--- config.mk ---
export PLATFORM = sky130hd
export DESIGN_NAME = jtag_user_ctrl
export DESIGN_NICKNAME = d
export VERILOG_FILES = /design/src/rtl/jtag_user_pkg.sv /design/src/rtl/jtag_tap_sync.sv /design/src/rtl/jtag_user_ctrl.sv
export SDC_FILE = /design/constraint.sdc
export NUM_CORES = 1
export LEC_CHECK = 0
export CAP_MARGIN = 20
export CELL_PAD_IN_SITES_DETAIL_PLACEMENT = 1
export CELL_PAD_IN_SITES_GLOBAL_PLACEMENT = 2
export CORE_ASPECT_RATIO = 0.9
export CORE_UTILIZATION = 32
export DETAILED_ROUTE_END_ITERATION = 8
export PLACE_DENSITY_LB_ADDON = 0.2
export SYNTH_ARGS = -nofsm -noshare
export SYNTH_HDL_FRONTEND = slang
export SYNTH_HIERARCHICAL = 1
export SYNTH_SLANG_ARGS = --single-unit
export TNS_END_PERCENT = 1
--- constraint.sdc ---
create_clock -name clk_p -period 1.8 [get_ports clk_p]
set_clock_uncertainty 0.2 [all_clocks]
set_input_delay 0.36 -clock clk_p [delete_from_list [all_inputs] [get_ports clk_p]]
set_output_delay 0.36 -clock clk_p [all_outputs]
set_load 0.01 [all_outputs]
--- src/rtl/jtag_user_pkg.sv ---
// Shared op codes, FSM state type and DR width helper for the JTAG USER1 bus master.
package jtag_user_pkg;

    localparam logic [1:0] OP_NOP   = 2'b00;
    localparam logic [1:0] OP_READ  = 2'b01;
    localparam logic [1:0] OP_WRITE = 2'b10;
    localparam logic [1:0] OP_CLEAR = 2'b11;

    typedef enum logic {
        IDLE = 1'b0,
        REQ  = 1'b1
    } state_t;

    function automatic int unsigned dr_w(input int unsigned addr_w, input int unsigned data_w);
        return 2 + addr_w + data_w;
    endfunction

endpackage

--- src/rtl/jtag_tap_sync.sv ---
// Oversamples the BSCANE2 outputs into clk_p and derives TCK and UPDATE edge strobes.
module jtag_tap_sync #(
    parameter int unsigned SYNC_STAGES = 2
) (
    input  logic clk_p,
    input  logic rst_n,
    input  logic tck,
    input  logic tdi,
    input  logic sel,
    input  logic shift,
    input  logic capture,
    input  logic update,
    input  logic reset,
    output logic tdi_s,
    output logic sel_s,
    output logic shift_s,
    output logic capture_s,
    output logic reset_s,
    output logic tck_rise,
    output logic tck_fall,
    output logic update_rise
);

    // bit map: 0 tck, 1 tdi, 2 sel, 3 shift, 4 capture, 5 update, 6 reset
    logic [SYNC_STAGES-1:0][6:0] stage;
    logic [6:0]                  last;
    logic                        tck_d;
    logic                        update_d;

    always_ff @(posedge clk_p or negedge rst_n) begin
        if (!rst_n) begin
            stage       <= '0;
            tck_d       <= 1'b0;
            update_d    <= 1'b0;
            update_rise <= 1'b0;
        end else begin
            stage       <= {stage[SYNC_STAGES-2:0], {reset, update, capture, shift, sel, tdi, tck}};
            tck_d       <= last[0];
            update_d    <= last[5];
            // registered so the decode lands one cycle after the synced edge
            update_rise <= last[5] & ~update_d;
        end
    end

    assign last      = stage[SYNC_STAGES-1];
    assign tdi_s     = last[1];
    assign sel_s     = last[2];
    assign shift_s   = last[3];
    assign capture_s = last[4];
    assign reset_s   = last[6];
    assign tck_rise  = last[0] & ~tck_d;
    assign tck_fall  = ~last[0] & tck_d;

endmodule

--- src/rtl/jtag_user_ctrl.sv ---
// BSCANE2 USER1 data register turned into a single-outstanding req/ack bus master.
module jtag_user_ctrl
    import jtag_user_pkg::*;
#(
    parameter int unsigned ADDR_W      = 30,
    parameter int unsigned DATA_W      = 32,
    parameter int unsigned TIMEOUT     = 1024,
    parameter int unsigned SYNC_STAGES = 2
) (
    input  logic              clk_p,
    input  logic              rst_top,
    input  logic              TCK,
    input  logic              TDI,
    input  logic              SEL,
    input  logic              SHIFT,
    input  logic              CAPTURE,
    input  logic              UPDATE,
    input  logic              RESET,
    output logic              TDO,
    output logic              bus_req,
    output logic              bus_we,
    output logic [ADDR_W-1:0] bus_addr,
    output logic [DATA_W-1:0] bus_wdata,
    input  logic              bus_ack,
    input  logic [DATA_W-1:0] bus_rdata,
    output logic              busy,
    output logic              err
);

    localparam int unsigned      DR_W     = dr_w(ADDR_W, DATA_W);
    localparam int unsigned      CNT_W    = (TIMEOUT > 1) ? $clog2(TIMEOUT) : 1;
    localparam logic [CNT_W-1:0] CNT_LAST = CNT_W'(TIMEOUT - 1);

    logic tdi_s, sel_s, shift_s, capture_s, reset_s;
    logic tck_rise, tck_fall, update_rise;

    jtag_tap_sync #(
        .SYNC_STAGES(SYNC_STAGES)
    ) u_sync (
        .clk_p      (clk_p),
        .rst_n      (rst_top),
        .tck        (TCK),
        .tdi        (TDI),
        .sel        (SEL),
        .shift      (SHIFT),
        .capture    (CAPTURE),
        .update     (UPDATE),
        .reset      (RESET),
        .tdi_s      (tdi_s),
        .sel_s      (sel_s),
        .shift_s    (shift_s),
        .capture_s  (capture_s),
        .reset_s    (reset_s),
        .tck_rise   (tck_rise),
        .tck_fall   (tck_fall),
        .update_rise(update_rise)
    );

    state_t            state;
    logic [DR_W-1:0]   sr;
    logic [ADDR_W-1:0] last_addr;
    logic [DATA_W-1:0] last_rdata;
    logic [CNT_W-1:0]  cnt;

    logic [1:0]        cmd_op;
    logic [ADDR_W-1:0] cmd_addr;
    logic [DATA_W-1:0] cmd_data;
    logic              cmd_valid, cmd_rw;
    logic              start, overrun, clear, ack_hit, timeout;

    assign cmd_op    = sr[DR_W-1 -: 2];
    assign cmd_addr  = sr[DATA_W +: ADDR_W];
    assign cmd_data  = sr[DATA_W-1:0];
    assign cmd_valid = update_rise & sel_s & ~reset_s;
    assign cmd_rw    = (cmd_op == OP_READ) || (cmd_op == OP_WRITE);
    assign start     = cmd_valid & cmd_rw & (state == IDLE);
    assign overrun   = cmd_valid & cmd_rw & (state != IDLE);
    assign clear     = cmd_valid & (cmd_op == OP_CLEAR);
    assign ack_hit   = (state == REQ) & bus_ack;
    assign timeout   = (state == REQ) & ~bus_ack & (cnt == CNT_LAST);

    always_ff @(posedge clk_p or negedge rst_top) begin
        if (!rst_top) begin
            sr  <= '0;
            TDO <= 1'b0;
        end else if (reset_s) begin
            sr  <= '0;
            TDO <= 1'b0;
        end else if (sel_s) begin
            if (tck_rise && capture_s)
                sr <= {busy, err, last_addr, last_rdata};
            else if (tck_rise && shift_s)
                sr <= {tdi_s, sr[DR_W-1:1]};
            if (tck_fall && shift_s)
                TDO <= sr[0];
        end
    end

    // TAP reset leaves the FSM alone so an in-flight transaction still completes
    always_ff @(posedge clk_p or negedge rst_top) begin
        if (!rst_top) begin
            state     <= IDLE;
            bus_req   <= 1'b0;
            bus_we    <= 1'b0;
            bus_addr  <= '0;
            bus_wdata <= '0;
            busy      <= 1'b0;
            cnt       <= '0;
        end else begin
            case (state)
                IDLE: begin
                    if (start) begin
                        state     <= REQ;
                        bus_req   <= 1'b1;
                        busy      <= 1'b1;
                        bus_we    <= (cmd_op == OP_WRITE);
                        bus_addr  <= cmd_addr;
                        bus_wdata <= cmd_data;
                        cnt       <= '0;
                    end else if (reset_s) begin
                        bus_we    <= 1'b0;
                        bus_addr  <= '0;
                        bus_wdata <= '0;
                    end
                end
                REQ: begin
                    if (bus_ack || cnt == CNT_LAST) begin
                        state   <= IDLE;
                        bus_req <= 1'b0;
                        busy    <= 1'b0;
                        cnt     <= '0;
                    end else begin
                        cnt <= cnt + CNT_W'(1);
                    end
                end
                default: begin
                    state   <= IDLE;
                    bus_req <= 1'b0;
                    busy    <= 1'b0;
                end
            endcase
        end
    end

    always_ff @(posedge clk_p or negedge rst_top) begin
        if (!rst_top) begin
            err        <= 1'b0;
            last_addr  <= '0;
            last_rdata <= '0;
        end else if (reset_s) begin
            err        <= 1'b0;
            last_addr  <= '0;
            last_rdata <= '0;
        end else begin
            if (overrun || timeout)
                err <= 1'b1;
            else if (clear)
                err <= 1'b0;
            if (start)
                last_addr <= cmd_addr;
            if (ack_hit && !bus_we)
                last_rdata <= bus_rdata;
            else if (timeout)
                last_rdata <= '1;
        end
    end

endmodule

==> results of run 1 <==
cells in the mapped netlist (3+ instances only):
library cell and instances:
clkbuf_1 44, ha_1 3, a22o_1 37, nand2_1 189, nand3_1 70, buf_6 3, buf_2 24, a21oi_1 31
and3_1 6, nor2_1 136, nor2b_1 3, a31oi_1 3, o21a_1 32, nand2b_1 3, dfrtp_1 220, a311oi_1 64
o21ai_0 5, buf_4 6
worst max path at each step:
stage                    end  slack, ps  cells after the start
6_report        last_addr[9]       -180                      8
5_1_grt        bus_wdata[27]       -240                      8
4_1_cts        bus_wdata[31]       -190                      7
3_5_place_dp    bus_addr[27]       -200                      8
3_3_place_gp          cnt[3]       -150                      6
2_1_floorplan  last_addr[20]        -60                      8
metrics by stage:
step / worst slack [ps] / TNS (ps) / hold WS [ps] / util (%)
after CTS: -189 / -11840 / 56.6 / 41.9
after global placement: -149 / -12900 / 116 / 38.9
after floorplan: -60.9 / -3670 / -136 / -
final: -175 / -11350 / 75.1 / 42.5
after global routing: -237 / -18190 / 74.7 / 42.5
after detailed placement: -199 / -18570 / 120 / 38.9
layout make-up:
| class | count | area, sq um |
|---|---|---|
| inverter | 2 | 7.51 |
| clock buffer | 38 | 734 |
| multi-input combinational | 604 | 3350 |
| sequential | 220 | 5510 |
| tap | 360 | 450 |
| clock inverter | 5 | 53.8 |
| fill | 3021 | 16100 |
| timing repair buffer | 165 | 1780 |
kinds of logic after synthesis:
group / synth area share (%)
compound gates: 15.8
fa+ha+maj: 0.413
buf+inv: 4.09
flops: 60.6
mux: 0.234
simple gates: 18.9
where the power goes:
group          internal, mW  switching, mW
sequential             5.06         0.0928
combinational         0.316          0.447
clock                  2.93           2.01
total                  8.31           2.55
sequential cells by signal, indices dropped and copies added, names as in the netlist, 7 cells and up:
register	flops
bus_addr	30
bus_wdata	32
cnt	10
last_addr	30
last_rdata	32
sr	64
u_sync/last	7
u_sync/stage	7
routing by layer:
layer,vias up,global-route usage (%)
li1,3370,-
met1,3558,26.0
met2,116,27.6
met3,30,2.65
met4,0,3.80
met5,-,0
repair_timing:
item | in CTS | in global routing
cloned | 0 | 3
resized for setup | 101 | 43
hold endpoints to repair | 220 | 0
buffers inserted | 4 | 2
hold buffers | 1 | 0
setup endpoints to repair | 175 | 200
pin swaps | 14 | 15
==> impl_results.md, run 1 <==
- GRT Total Usage: 17.7%
- Final wirelength: 25700 um
- Final Max Slew Viols: 0
- Crit. End Element: flip-flop
- Floorplan row count: 58
- Most frequent cells in the layout: dfrtp_1 (216), nand2_1 (178), nor2_1 (135)
- Hold path endpoint: u_sync/stage[2]
- Peak fanout along the critical path: 9
- Initial Util: 32.5%
- Final ANT Viol Nets: 0
- GP Congestion: 0.707
- Sequential fraction of the synthesis area: 60.6%
- Post-synthesis cell count: 903
- Hpwl dp: 15800 um
- Design Area, Final: 11900 sq um
- Reg2Reg Depth: 8
- Wire per inst: 18.4 um
- Share of synthesized registers carrying an async set or reset: 100%
- Total gr overflow: 0
- P_leak: 5.38 nW
- I/O Buffers: 108
- Maximum capacitance violations: 0
- Final Cycle Share: 110%
- DRC Markers: 5
- Hold_sp: SEL
- Vias in the first global route: 7320
- Cell taking the most area after synthesis: dfrtp_1
- Syn avg cell area: 10.1 sq um
- Failing checks: design-rule violations, negative setup slack
- Met1 WL: 13000 um
- Largest net degree at the start of global routing: 80
- Diodes inserted: 0
- CP Launch Type: flip-flop
- Syn Nets: 948
- Cells after DPL: 1341
- Flop2flop setup slack: -180 ps
- Final hold viol count: 0
- Arrival @ worst endpoint: 2220 ps
- Worst-path cell chain: inv_1 > ha_1 > and4bb_4 > nor2b_4 > buf_6 > buf_12 > nand2_1 > a21oi_1
- Power per cell area: 914 nW/um^2
- Net count, final: 1063
- Max stage delay on crit path: 350 ps
- Unrepaired setup endpoints after global routing: yes
- Yosys top cell area share: 60.6%
- Synth Cell Area: 9080 sq um
- Layout area overhead: 30.8%
- DIE AREA: 29100 sq um
- Met3 wire len: 930 um
- Die Y: 162 um
- Latest clock arrival within the worst-skew pair: 520 ps
- Commonest non-fill, non-tap cell in the layout: dfrtp_1
- WP data required: 2050 ps
- Synth area leaders: dfrtp_1 (61%), nand2_1 (7.8%), a311oi_1 (6.2%)
- Worst-path clk slew: 60 ps
- Initial drt markers: 546
- Core footprint: 27900 sq um
- Clock sink count: 220
- CP startpoint: sr[62]
- Max Used Layer: met4
- Final setup viols: 95
- Final cell count without fillers: 1394
- Worst Tran Pin Value: 457 ps
- Slowest cell on crit path: dfrtp_1
- Worst hold stages: 1
- Flops & latches, synth: 220
- Vias: 7074
- CTS tree: yes
- Clock root cell: clkbuf_16
- CP top delay family: simple AND/OR/NAND/NOR gates
- Most used flip-flop cell after synthesis: dfrtp_1
- Synthesis warning total: 6
- Count of different cell masters after synthesis: 37
- Peak supply drop: 0.597 mV
- Crit path kind: flip-flop to flip-flop
- Max transition margin: 69.6%
- Vias per cell: 5.07
- Worst R2R End: last_addr[9]
- Outcome: finished with violations
- Initial antenna violation count: 0
- Setup ws final: -175 ps
- R2R Path Start: sr[62]
- First-pass DRT Iterations: 7
- Max clock buf depth: 3
- Fmax: 506 MHz
- Hold Path Class: primary input to flip-flop
- Met2 WL: 11400 um
- WP buf/inv: 3
- Die W: 180 um
- Final Total Pwr: 10.9 mW
- Number of flops mapped to enable cells by yosys: 0
- H-tree lvl count: 1
- Crit path time final: 1980 ps
- Placed Instance Area: 10900 sq um
- Cts bufs inserted: 25
- Share of cells above drive strength 1: 13.6%
- Global-route wire length before repair: 41500 um
- IO Count: 109
Power figures use the tool's default switching activity.
==> run 2, diff against run 1 <==
--- a/config.mk
+++ b/config.mk
@@ -16,4 +16,4 @@
 export SYNTH_HDL_FRONTEND = slang
 export SYNTH_HIERARCHICAL = 1
 export SYNTH_SLANG_ARGS = --single-unit
-export TNS_END_PERCENT = 1
+export TNS_END_PERCENT = 30
==> impl_results.md, run 2 (synthesized netlist as in run 1, its figures left out) <==
- Final Total Pwr: 10.9 mW (about the same)
- I/O Buffers: 108 (unchanged)
- Worst Tran Pin Value: 538 ps (was 457 ps)
- Outcome: finished with violations (unchanged)
- Fmax: 489 MHz (was 506 MHz)
- Crit path time final: 2040 ps (was 1980 ps)
- # fillers: 3019 (was 3021)
- Setup ws final: -244 ps (was -175 ps)
- Vias in the first global route: 7487 (was 7320)
- CP startpoint: sr[63] (was sr[62])
- Flop2flop setup slack: -240 ps (was -180 ps)
- Global-route wire length before repair: 42300 um (was 41500 um)
- Final Cycle Share: 114% (was 110%)
- Max clock buf depth: 3 (unchanged)
- First-pass DRT Iterations: 9 (was 7)
- Share of cells above drive strength 1: 17.4% (was 13.6%)
- H-tree lvl count: 1 (unchanged)
- Most frequent cells in the layout: dfrtp_1 (215), nand2_1 (164), nor2_1 (126) (was dfrtp_1 (216), nand2_1 (178), nor2_1 (135))
- Design Area, Final: 12100 sq um (was 11900 sq um)
- Worst-path clk slew: 60 ps (about the same)
- Die Y: 162 um (unchanged)
- Latest clock arrival within the worst-skew pair: 510 ps (was 520 ps)
- WP data required: 2050 ps (about the same)
- GRT Total Usage: 18.0% (was 17.7%)
- DRC Markers: 4 (was 5)
- Final hold viol count: 0 (unchanged)
- Hpwl dp: 16000 um (was 15800 um)
- Final wirelength: 25900 um (was 25700 um)
- Initial antenna violation count: 0 (unchanged)
- Worst R2R End: bus_wdata[16] (was last_addr[9])
- Final setup viols: 98 (was 95)
- Reg2Reg Depth: 7 (was 8)
- Initial drt markers: 436 (was 546)
- Crit path kind: flip-flop to flip-flop (unchanged)
- Vias: 7088 (was 7074)
- Floorplan row count: 58 (unchanged)
- Peak supply drop: 0.573 mV (was 0.597 mV)
- Final ANT Viol Nets: 0 (unchanged)
- Peak fanout along the critical path: 7 (was 9)
- Biggest regs: sr (64), bus_wdata (32), last_rdata (32) (unchanged)
- Final Max Slew Viols: 0 (unchanged)
- IO Count: 109 (unchanged)
- GP Congestion: 0.720 (was 0.707)
- Hold Path Class: primary input to flip-flop (unchanged)
- Clock root cell: clkbuf_16 (unchanged)
- DIE AREA: 29100 sq um (unchanged)
- Power per cell area: 897 nW/um^2 (was 914 nW/um^2)
- Core footprint: 27900 sq um (unchanged)
- Setup WS pre-CTS: -304 ps (was -199 ps)
- Placed Instance Area: 10900 sq um (about the same)
- Layout area overhead: 33.3% (was 30.8%)
- Total gr overflow: 0 (unchanged)
- Cts bufs inserted: 25 (unchanged)
- Largest net degree at the start of global routing: 92 (was 80)
- Failing checks: design-rule violations, negative setup slack (unchanged)
- Critical path destination: bus_wdata[16] (was last_addr[9])
- Commonest non-fill, non-tap cell in the layout: dfrtp_1 (unchanged)
- Clock sink count: 220 (unchanged)
- Wire per inst: 18.5 um (was 18.4 um)
- CTS tree: yes (unchanged)
- Arrival @ worst endpoint: 2290 ps (was 2220 ps)
- R2R Path Start: sr[63] (was sr[62])
- Net count, final: 1068 (was 1063)
- Max transition margin: 64.1% (was 69.6%)
- Vias per cell: 5.07 (about the same)
- Crit. End Element: flip-flop (unchanged)
- Die W: 180 um (unchanged)
- Most flop-heavy register: sr (unchanged)
- Unrepaired setup endpoints after global routing: yes (unchanged)
- CP Launch Type: flip-flop (unchanged)
- Maximum capacitance violations: 0 (unchanged)
- Hold_sp: RESET (was SEL)
- Initial Util: 32.5% (unchanged)
- P_leak: 5.58 nW (was 5.38 nW)
- Max reg flops: 64 (unchanged)
- Diodes inserted: 0 (unchanged)
[run 2: worst min path at each step]
stage | endpoint | cells after the start
finish | u_sync/stage[6] | 1
global route | u_sync/stage[2] | 1
floorplan | TDO | 0
global placement | bus_addr[15] | 1
detailed placement | bus_addr[15] | 1
CTS | u_sync/stage[2] | 1
[run 2: what timing repair did]
action	in CTS	in global routing
gates resized for setup	95	77
setup buffers	3	3
gates cloned	0	6
endpoints found under the setup margin	201	180
hold buffers	1	0
endpoints found under the hold margin	199	0
pin swaps	11	39
[run 2: power breakdown]
part           internal (mW)  switching (mW)  leakage [nW]
logic                  0.335           0.460          2.19
clock network           2.93            1.97         0.387
registers               5.06          0.0974          3.00
[run 2: worst max-delay path: stages, from the launching register on]
cell and delay, ps:
dfrtp_1 420, ha_4 250, and4bb_4 340, nor2b_4 170
buf_12 150, buf_12 160, clkbuf_16 160, a22o_1 130
[run 2: final cells by class]
| cell class | count | area, sq um | area share, % |
|---|---|---|---|
| Sequential cell | 220 | 5510 | 45.5 |
| Multi-Input combinational cell | 604 | 3480 | 28.7 |
| Timing Repair Buffer | 170 | 1880 | 15.5 |
| Clock buffer | 39 | 738 | 6.09 |
| Tap cell | 360 | 450 | 3.72 |
| Clock inverter | 4 | 45.0 | 0.372 |
| Inverter | 2 | 7.51 | 0.0620 |
[run 2: routing by layer]
metal	track usage (%)	vias to the layer above	part of all wire, %
met4	4.19	0	2.0
li1	-	3388	-
met1	26.7	3579	51
met3	2.04	34	2.1
met2	28.2	87	45
met5	0	-	0
[run 2: metrics by stage]
step                hold slack (ps)  cells  utilization, %  TNS (ps)
floorplan                      -136    903               -     -3670
global placement                103   1343            39.0    -22830
detailed placement              103   1343            39.0    -24600
CTS                            66.2   1390            41.8    -12650
global route                   75.9   1399            43.4    -23930
finish                         85.0   1399            43.4    -17030
==> run 3, diff against run 2 <==
--- a/config.mk
+++ b/config.mk
@@ -5,7 +5,6 @@
 export SDC_FILE = /design/constraint.sdc
 export NUM_CORES = 1
 export LEC_CHECK = 0
-export CAP_MARGIN = 20
 export CELL_PAD_IN_SITES_DETAIL_PLACEMENT = 1
 export CELL_PAD_IN_SITES_GLOBAL_PLACEMENT = 2
 export CORE_ASPECT_RATIO = 0.9
==> results of run 3 <==
Same layout as run 2: the final DEF is identical, and so are final timing and power.
